<file path="config.mk">
export PLATFORM = sky130hd
export DESIGN_NAME = mem_access_ctrl
export DESIGN_NICKNAME = d
export VERILOG_FILES = /design/src/rtl/fewcore_pkg.sv /design/src/rtl/load_align.sv /design/src/rtl/mem_access_ctrl.sv
export SDC_FILE = /design/constraint.sdc
export NUM_CORES = 1
export LEC_CHECK = 0
export CAP_MARGIN = 20
export CORE_UTILIZATION = 45
export DETAILED_ROUTE_END_ITERATION = 16
export GPL_TIMING_DRIVEN = 0
export PLACE_DENSITY_LB_ADDON = 0.08
export SYNTH_ARGS = -nofsm -noshare
export SYNTH_HDL_FRONTEND = slang
export SYNTH_SLANG_ARGS = --single-unit
</file>
<file path="constraint.sdc">
create_clock -name clk -period 1.9 [get_ports clk]
set_input_delay 0.38 -clock clk [delete_from_list [all_inputs] [get_ports clk]]
set_output_delay 0.38 -clock clk [all_outputs]
set_load 0.1 [all_outputs]
</file>
<file path="src/rtl/fewcore_pkg.sv">
// Shared constants, state encoding and payload types for the fewcore load/store path.
package fewcore_pkg;

    localparam int unsigned XLEN               = 32;
    localparam int unsigned REG_AW             = 5;
    localparam int unsigned DEF_TIMEOUT_CYCLES = 255;

    localparam logic [2:0] F3_B  = 3'b000;
    localparam logic [2:0] F3_H  = 3'b001;
    localparam logic [2:0] F3_W  = 3'b010;
    localparam logic [2:0] F3_BU = 3'b100;
    localparam logic [2:0] F3_HU = 3'b101;

    typedef enum logic [1:0] {
        ST_IDLE   = 2'd0,
        ST_ACCESS = 2'd1,
        ST_WB     = 2'd2
    } state_e;

    typedef struct packed {
        logic            req;
        logic            we;
        logic [XLEN-1:0] addr;
        logic [3:0]      be;
        logic [XLEN-1:0] wdata;
    } mem_bus_t;

    typedef struct packed {
        logic              we;
        logic [REG_AW-1:0] addr;
        logic [XLEN-1:0]   wdata;
    } rf_wr_t;

    typedef struct packed {
        logic              is_store;
        logic [2:0]        funct3;
        logic [1:0]        addr_lo;
        logic [REG_AW-1:0] rd;
    } op_ctx_t;

    // size is funct3[1:0]: 00 byte, 01 half, anything else word
    function automatic logic [3:0] lane_mask(input logic [1:0] size, input logic [1:0] addr_lo);
        case (size)
            2'b00:   lane_mask = 4'b0001 << addr_lo;
            2'b01:   lane_mask = 4'b0011 << addr_lo;
            default: lane_mask = 4'b1111;
        endcase
    endfunction

    function automatic logic is_misaligned(input logic [1:0] size, input logic [1:0] addr_lo);
        case (size)
            2'b00:   is_misaligned = 1'b0;
            2'b01:   is_misaligned = addr_lo[0];
            default: is_misaligned = |addr_lo;
        endcase
    endfunction

    function automatic logic [XLEN-1:0] store_lanes(input logic [1:0] size, input logic [XLEN-1:0] data);
        case (size)
            2'b00:   store_lanes = {4{data[7:0]}};
            2'b01:   store_lanes = {2{data[15:0]}};
            default: store_lanes = data;
        endcase
    endfunction

endpackage

</file>
<file path="src/rtl/load_align.sv">
// Picks the addressed byte/half/word out of a bus read and sign- or zero-extends it.
module load_align
    import fewcore_pkg::*;
(
    input  logic [XLEN-1:0] rdata,
    input  logic [1:0]      addr,
    input  logic [2:0]      funct3,
    output logic [XLEN-1:0] value
);

    logic [7:0]  w_byte;
    logic [15:0] w_half;

    always_comb begin
        w_byte = rdata[{addr, 3'b000} +: 8];
        w_half = addr[1] ? rdata[31:16] : rdata[15:0];
        case (funct3)
            F3_B:    value = {{24{w_byte[7]}}, w_byte};
            F3_H:    value = {{16{w_half[15]}}, w_half};
            F3_BU:   value = {24'd0, w_byte};
            F3_HU:   value = {16'd0, w_half};
            default: value = rdata;
        endcase
    end

endmodule

</file>
<file path="src/rtl/mem_access_ctrl.sv">
// Memory stage controller: issues one bus access per load/store, handles
// alignment faults, bus timeout and register-file writeback.
module mem_access_ctrl
    import fewcore_pkg::*;
#(
    parameter int unsigned TIMEOUT_CYCLES = DEF_TIMEOUT_CYCLES
) (
    input  logic              clk,
    input  logic              rst,
    input  logic              valid,
    input  logic              is_load,
    input  logic              is_store,
    input  logic [2:0]        funct3,
    input  logic [REG_AW-1:0] rd,
    input  logic              write_en,
    input  logic [XLEN-1:0]   data_alu,
    input  logic [XLEN-1:0]   store_data,
    output logic              mem_req,
    output logic              mem_we,
    output logic [XLEN-1:0]   mem_addr,
    output logic [3:0]        mem_be,
    output logic [XLEN-1:0]   mem_wdata,
    input  logic [XLEN-1:0]   mem_rdata,
    input  logic              mem_ack,
    output logic              stall,
    output logic              rf_we,
    output logic [REG_AW-1:0] rf_addr,
    output logic [XLEN-1:0]   rf_wdata,
    output logic              misalign,
    output logic              bus_err
);

    localparam int unsigned    CNT_W    = (TIMEOUT_CYCLES > 1) ? $clog2(TIMEOUT_CYCLES) : 1;
    localparam logic [CNT_W-1:0] CNT_LAST = CNT_W'(TIMEOUT_CYCLES - 1);

    state_e           r_state;
    logic [CNT_W-1:0] r_cnt;
    op_ctx_t          r_ctx;
    mem_bus_t         r_bus;
    rf_wr_t           r_rf;
    logic             r_stall;
    logic             r_misalign;
    logic             r_bus_err;

    state_e           w_state_nxt;
    logic [CNT_W-1:0] w_cnt_nxt;
    op_ctx_t          w_ctx_nxt;
    mem_bus_t         w_bus_nxt;
    rf_wr_t           w_rf_nxt;
    logic             w_stall_nxt;
    logic             w_misalign_nxt;
    logic             w_bus_err_nxt;
    logic [XLEN-1:0]  w_load_value;

    load_align u_load_align (
        .rdata  (mem_rdata),
        .addr   (r_ctx.addr_lo),
        .funct3 (r_ctx.funct3),
        .value  (w_load_value)
    );

    // Next-state and registered-output logic
    always_comb begin
        w_state_nxt    = r_state;
        w_cnt_nxt      = r_cnt;
        w_ctx_nxt      = r_ctx;
        w_bus_nxt      = r_bus;
        w_rf_nxt       = r_rf;
        w_rf_nxt.we    = 1'b0;
        w_stall_nxt    = 1'b0;
        w_misalign_nxt = 1'b0;
        w_bus_err_nxt  = 1'b0;

        case (r_state)
            ST_ACCESS: begin
                w_stall_nxt = 1'b1;
                if (mem_ack) begin
                    // Ack wins over a simultaneous timeout.
                    w_bus_nxt   = '0;
                    w_stall_nxt = 1'b0;
                    if (r_ctx.is_store) begin
                        w_state_nxt = ST_IDLE;
                    end else begin
                        w_state_nxt    = ST_WB;
                        w_rf_nxt.we    = (r_ctx.rd != '0);
                        w_rf_nxt.addr  = r_ctx.rd;
                        w_rf_nxt.wdata = w_load_value;
                    end
                end else if (r_cnt == CNT_LAST) begin
                    w_bus_nxt     = '0;
                    w_stall_nxt   = 1'b0;
                    w_bus_err_nxt = 1'b1;
                    w_state_nxt   = ST_IDLE;
                end else begin
                    w_cnt_nxt = r_cnt + CNT_W'(1);
                end
            end
            // IDLE and WB both accept a new instruction (stall is low in either).
            default: begin
                w_state_nxt = ST_IDLE;
                w_bus_nxt   = '0;
                if (valid) begin
                    if (!(is_load || is_store)) begin
                        w_rf_nxt.we    = write_en && (rd != '0);
                        w_rf_nxt.addr  = rd;
                        w_rf_nxt.wdata = data_alu;
                    end else if (is_misaligned(funct3[1:0], data_alu[1:0])) begin
                        w_misalign_nxt = 1'b1;
                    end else begin
                        w_state_nxt        = ST_ACCESS;
                        w_cnt_nxt          = '0;
                        w_stall_nxt        = 1'b1;
                        w_ctx_nxt.is_store = is_store;
                        w_ctx_nxt.funct3   = funct3;
                        w_ctx_nxt.addr_lo  = data_alu[1:0];
                        w_ctx_nxt.rd       = rd;
                        w_bus_nxt.req      = 1'b1;
                        w_bus_nxt.we       = is_store;
                        w_bus_nxt.addr     = {data_alu[XLEN-1:2], 2'b00};
                        w_bus_nxt.be       = lane_mask(funct3[1:0], data_alu[1:0]);
                        w_bus_nxt.wdata    = is_store ? store_lanes(funct3[1:0], store_data) : '0;
                    end
                end
            end
        endcase
    end

    always_ff @(posedge clk) begin
        if (rst) begin
            r_state    <= ST_IDLE;
            r_cnt      <= '0;
            r_ctx      <= '0;
            r_bus      <= '0;
            r_rf       <= '0;
            r_stall    <= 1'b0;
            r_misalign <= 1'b0;
            r_bus_err  <= 1'b0;
        end else begin
            r_state    <= w_state_nxt;
            r_cnt      <= w_cnt_nxt;
            r_ctx      <= w_ctx_nxt;
            r_bus      <= w_bus_nxt;
            r_rf       <= w_rf_nxt;
            r_stall    <= w_stall_nxt;
            r_misalign <= w_misalign_nxt;
            r_bus_err  <= w_bus_err_nxt;
        end
    end

    assign mem_req   = r_bus.req;
    assign mem_we    = r_bus.we;
    assign mem_addr  = r_bus.addr;
    assign mem_be    = r_bus.be;
    assign mem_wdata = r_bus.wdata;
    assign stall     = r_stall;
    assign rf_we     = r_rf.we;
    assign rf_addr   = r_rf.addr;
    assign rf_wdata  = r_rf.wdata;
    assign misalign  = r_misalign;
    assign bus_err   = r_bus_err;

endmodule

</file>
After elaboration in Yosys (flattened, before gate mapping). Cells that the tools add are included.

Bits in registers: 132. Bits of input ports: 111. Output and inout port bits: 111. Logic and storage cells: 93.

Add/subtract/negate cells: 1. Equality and inequality tests: 13. Shifts and indexed selects: 3. Multiplexer cells: 41. Bitwise logic cells: 4. Reduce and logical (&&, ||, !) cells: 14.

Operators with widths (number): $mux 70 (6); $mux 38 (5); $pmux 32 s4 (1); $pmux 32 s2 (1); $mux 8 (6); $mux 32 (1); $shiftx 32x6->8 (1); $mux 16 (1); $mux 1 (14); $reduce_bool 5->1 (2); $add 8x1->8 const B (1); $eq 8x8->1 const B (1); $mux 2 (4); $ne 2x2->1 const B (4); $pmux 4 s2 (1); $reduce_and 4->1 (2); $eq 3x3->1 const B (2); $reduce_and 5->1 (1); $eq 2x1->1 const B (2); $ne 2x1->1 const B (2); $not 1->1 (4); $reduce_bool 2->1 (2); $reduce_or 4->1 (1); $shl 1x2->4 const A (1); 10 further kinds (10).

Depth between registers and ports, before layout.
Depth in word-level cells: 9. Depth in mapped cells: 9. Depth with buffers taken out: 6.

Hierarchy. Synthesis repeated with hierarchy kept, for this count alone.

Cells, all modules: 695. Area, all modules: 5723.0 µm².

Modules (own cells, without submodules): mem_access_ctrl (times used 1, cells an instance 577, area an instance 4962.3 µm², seq. area each 2582.5 µm²); load_align (times used 1, cells an instance 118, area an instance 760.7 µm², seq. area each 0.0 µm²).

Worst setup path after synthesis. Ideal clock, no wire load.

Kind: register to register. From: register, netlist name mem_req. To: register r_cnt[7]. Library setup time: 0.086 ns. Data arrival time: 2.188 ns. Data required time: 1.814 ns. Slack: -0.373 ns. Cell stages (with the launch flop): 5. Path buffers: 0. Clock period less this slack: 2.273 ns. Cells stage by stage: dfxtp_1 > nor3b_4 > o21ai_2 > or4_1 > a211oi_1.

RTL lines: to (signal assigned) (RTL line mem_access_ctrl.sv:140) `r_cnt <= w_cnt_nxt;`; to (decl) (RTL line mem_access_ctrl.sv:37) `logic [CNT_W-1:0] r_cnt;`.

Worst setup path after layout.
From: input is_store. To: register r_rf (netlist bit rf_wdata[13]).

Longest elaborated chain between the ends: 3.

Ends and longest elaborated chain: from (decl) (RTL line mem_access_ctrl.sv:12) `input logic is_store,`; $logic_or 1x1->1 (RTL line mem_access_ctrl.sv:103) `if (!(is_load || is_store)) begin`; $ne 2x1->1 (no line); $reduce_and 4->1 (no line); to (signal assigned) (RTL line mem_access_ctrl.sv:143) `r_rf <= w_rf_nxt;`; to (decl) (RTL line mem_access_ctrl.sv:40) `rf_wr_t r_rf;`.

Every way passes these cells. A chain may end at the register's enable or synchronous reset.

==> out/results.txt <==
skew final: 5.14 ps
register area share after synthesis: 0.424
1st-iter DRT viols: 635
outcome: finished, violations left
data arrival time of the worst path: 2200 ps
final period utilization: 1.01
critical path type: in -> reg
number of global-route vias before repair: 6,411
GRT Util Overall: 0.310
FF-to-FF path depth: 8
relative slew slack: 0.558
Post-Route WL: 21,900 um
Area Growth Syn to Fin: 54.0%
Die ar.: 14,000 um2
Critical Path RT: 2190 ps
Post-synth EDFFs: 0
yosys warns: 0
Residual DRC: 0
clk slew on worst S/H paths: 60 ps
TritonCTS buffer count: 17
net total in the final layout: 1,031
Root Buffer: clkbuf_16
Synth Flop Type: dfxtp_1
diode count: 0
antenna violations before repair: 1
FF+latch count, synth: 129
fmax: 0.523 GHz
commonest non-fill, non-tap cell in the layout: dfxtp_1
final critical-path required period: 1910 ps
peak supply drop: 549 uV
largest net degree at the start of global routing: 17
Clock Latency Late Sink: 420 ps
Ports: 222
R2R Setup Slk: 70 ps
Worst Hold Depth: 3
std cell rows: 42
Starting Density: 0.460
post-detailed-route count of antenna-violating nets: 0
PortBufs: 218
first-pass GRT wire length: 33,500 um
drt pass-1 iters: 6
Syn Inst Count: 676
most frequent cells in the layout: dfxtp_1, clkdlybuf4s15_2, clkdlybuf4s50_1
CTS tree: yes
Worst Setup End Kind: register
top area cells in the synthesized netlist: dfxtp_1, a22oi_1, nor2_1, a32oi_1, mux2_2
P_leak: 3.30 nW
die height: 118 um
Clock Sinks: 129
FFs w/ async S/R, synth: 0
Yosys top cell area share: 0.424
final hold vios: 0
Reg-to-Reg Start: r_cnt[1]
setup ws final: -13.3 ps
Hold Path Class: in -> reg
Post-Syn Area: 6100 um2
Bufs on Longest Clock Path: 2
Core ar.: 13,200 um2
Worst setup endpoint: rf_wdata[13]
Placed Cells: 1,071
RSZ-0062 raised after global routing: yes
Worst Tran Pin Value: 663 ps
Max Cap Viol: 0
post-route setup TNS: -13.3 ps
fraction of layout cells with a size suffix above 1: 0.267
Synth area leader: dfxtp_1
hold_ws: 368 ps
cell area power density: 861 nW/um2
Post-DP HPWL: 16,400 um
H-tree depth: 4
max-slew violations: 0
via count: 6,596
post-DR vias/cell: 5.96
grt ovf: 0
failing checks: setup timing
gpl congestion: 0.918
critical path fanouts, max: 10
die span in x: 118 um
Post-Syn Area per Cell: 9.02 um2
reg2reg end: mem_addr[27]
setup violators final: 1
Setup crit start: is_store
wire per inst: 19.8 um
fin cells: 1,107
Startpoint Class: input port
Yosys cell types: 63
HP Start: data_alu[0]
-- cells by family after synthesis --
family,count (synthesis),synth area share
fa+ha+maj,2,0.00410
compound gates,235,0.293
other cells,1,0.000615
buf+inv,75,0.0577
mux,33,0.0595
simple gates,197,0.156
flops,129,0.424
xor+xnor,4,0.00575
-- cell usage after synthesis, types with 6 or more instances --
master	count
a21o_1	7
mux2_2	23
nor2_1	95
buf_2	26
nand2_1	28
a211oi_1	23
o21ai_0	23
a22oi_1	54
buf_4	6
clkbuf_1	35
nand2b_1	7
o21bai_1	7
nor4_1	8
nand3_1	24
a211oi_2	10
a2bb2oi_1	14
mux2i_1	9
a21oi_1	35
o32ai_1	7
a32oi_1	30
dfxtp_1	129
-- state kept, by name, summed over array words and instances (netlist names) --
name       count
mem_we         1
rf_addr        5
stall          1
r_state        1
mem_be         4
misalign       1
r_cnt          8
rf_wdata      32
mem_wdata     32
r_ctx         11
mem_addr      30
rf_we          1
bus_err        1
mem_req        1
-- routing by layer --
layer | vias up | part of all wire | track usage
li1 | 3038 | - | -
met1 | 3170 | 0.41 | 0.376
met2 | 338 | 0.48 | 0.513
met3 | 48 | 0.085 | 0.0903
met4 | 2 | 0.029 | 0.129
met5 | - | 0.00059 | 0
-- worst min path at each step --
stage / endpoint / slack [ps]
final: r_ctx[5] / 370
after detailed placement: rf_addr[3] / 450
after CTS: r_ctx[5] / 350
after global routing: r_ctx[5] / 380
after global placement: rf_addr[3] / 450
after floorplan: r_cnt[7] / 460
-- timing repair --
item | 4_1_cts | 5_1_grt
endpoints found under the setup margin | 140 | 99
gates resized for setup | 333 | 40
gates cloned | 0 | 0
pin swaps | 1 | 2
hold buffers | 0 | 0
buffers inserted | 1 | 3
-- worst max-delay path: stages --
cell	delay [ps]
clkdlybuf4s50_1	470
or2_2	320
buf_2	190
buf_2	200
nor4_1	300
a2bb2oi_1	230
o32ai_1	120
-- layout make-up --
| type | count | area, um2 |
|---|---|---|
| inverters | 5 | 18.8 |
| multi-input cells | 473 | 3240 |
| clock inverters | 9 | 103 |
| repair buffers | 222 | 2350 |
| clock buffers | 23 | 499 |
| plain buffers | 70 | 360 |
| well taps | 176 | 220 |
| flip-flops and latches | 129 | 2590 |
| fillers | 1033 | 3860 |
-- stage by stage --
stage          power, mW   util  cell area [um2]  setup slack [ps]
3_5_place_dp        4.81  0.642             8510              -504
3_3_place_gp        4.78  0.642             8510              -436
5_1_grt             8.32  0.709             9390             -42.6
6_report            8.08  0.709             9390             -13.3
2_1_floorplan       4.17      -             6100               154
4_1_cts             8.05  0.700             9270              2.06
-- where the power goes --
| part | switching (mW) | total [mW] | leakage [nW] | internal (mW) |
|---|---|---|---|---|
| Clock | 1.19 | 3.29 | 0.290 | 2.10 |
| Combinational | 1.30 | 1.91 | 1.96 | 0.608 |
| Sequential | 0.0685 | 2.88 | 1.05 | 2.82 |
| Total | 2.55 | 8.08 | 3.30 | 5.53 |
Power figures use the tool's default switching activity.
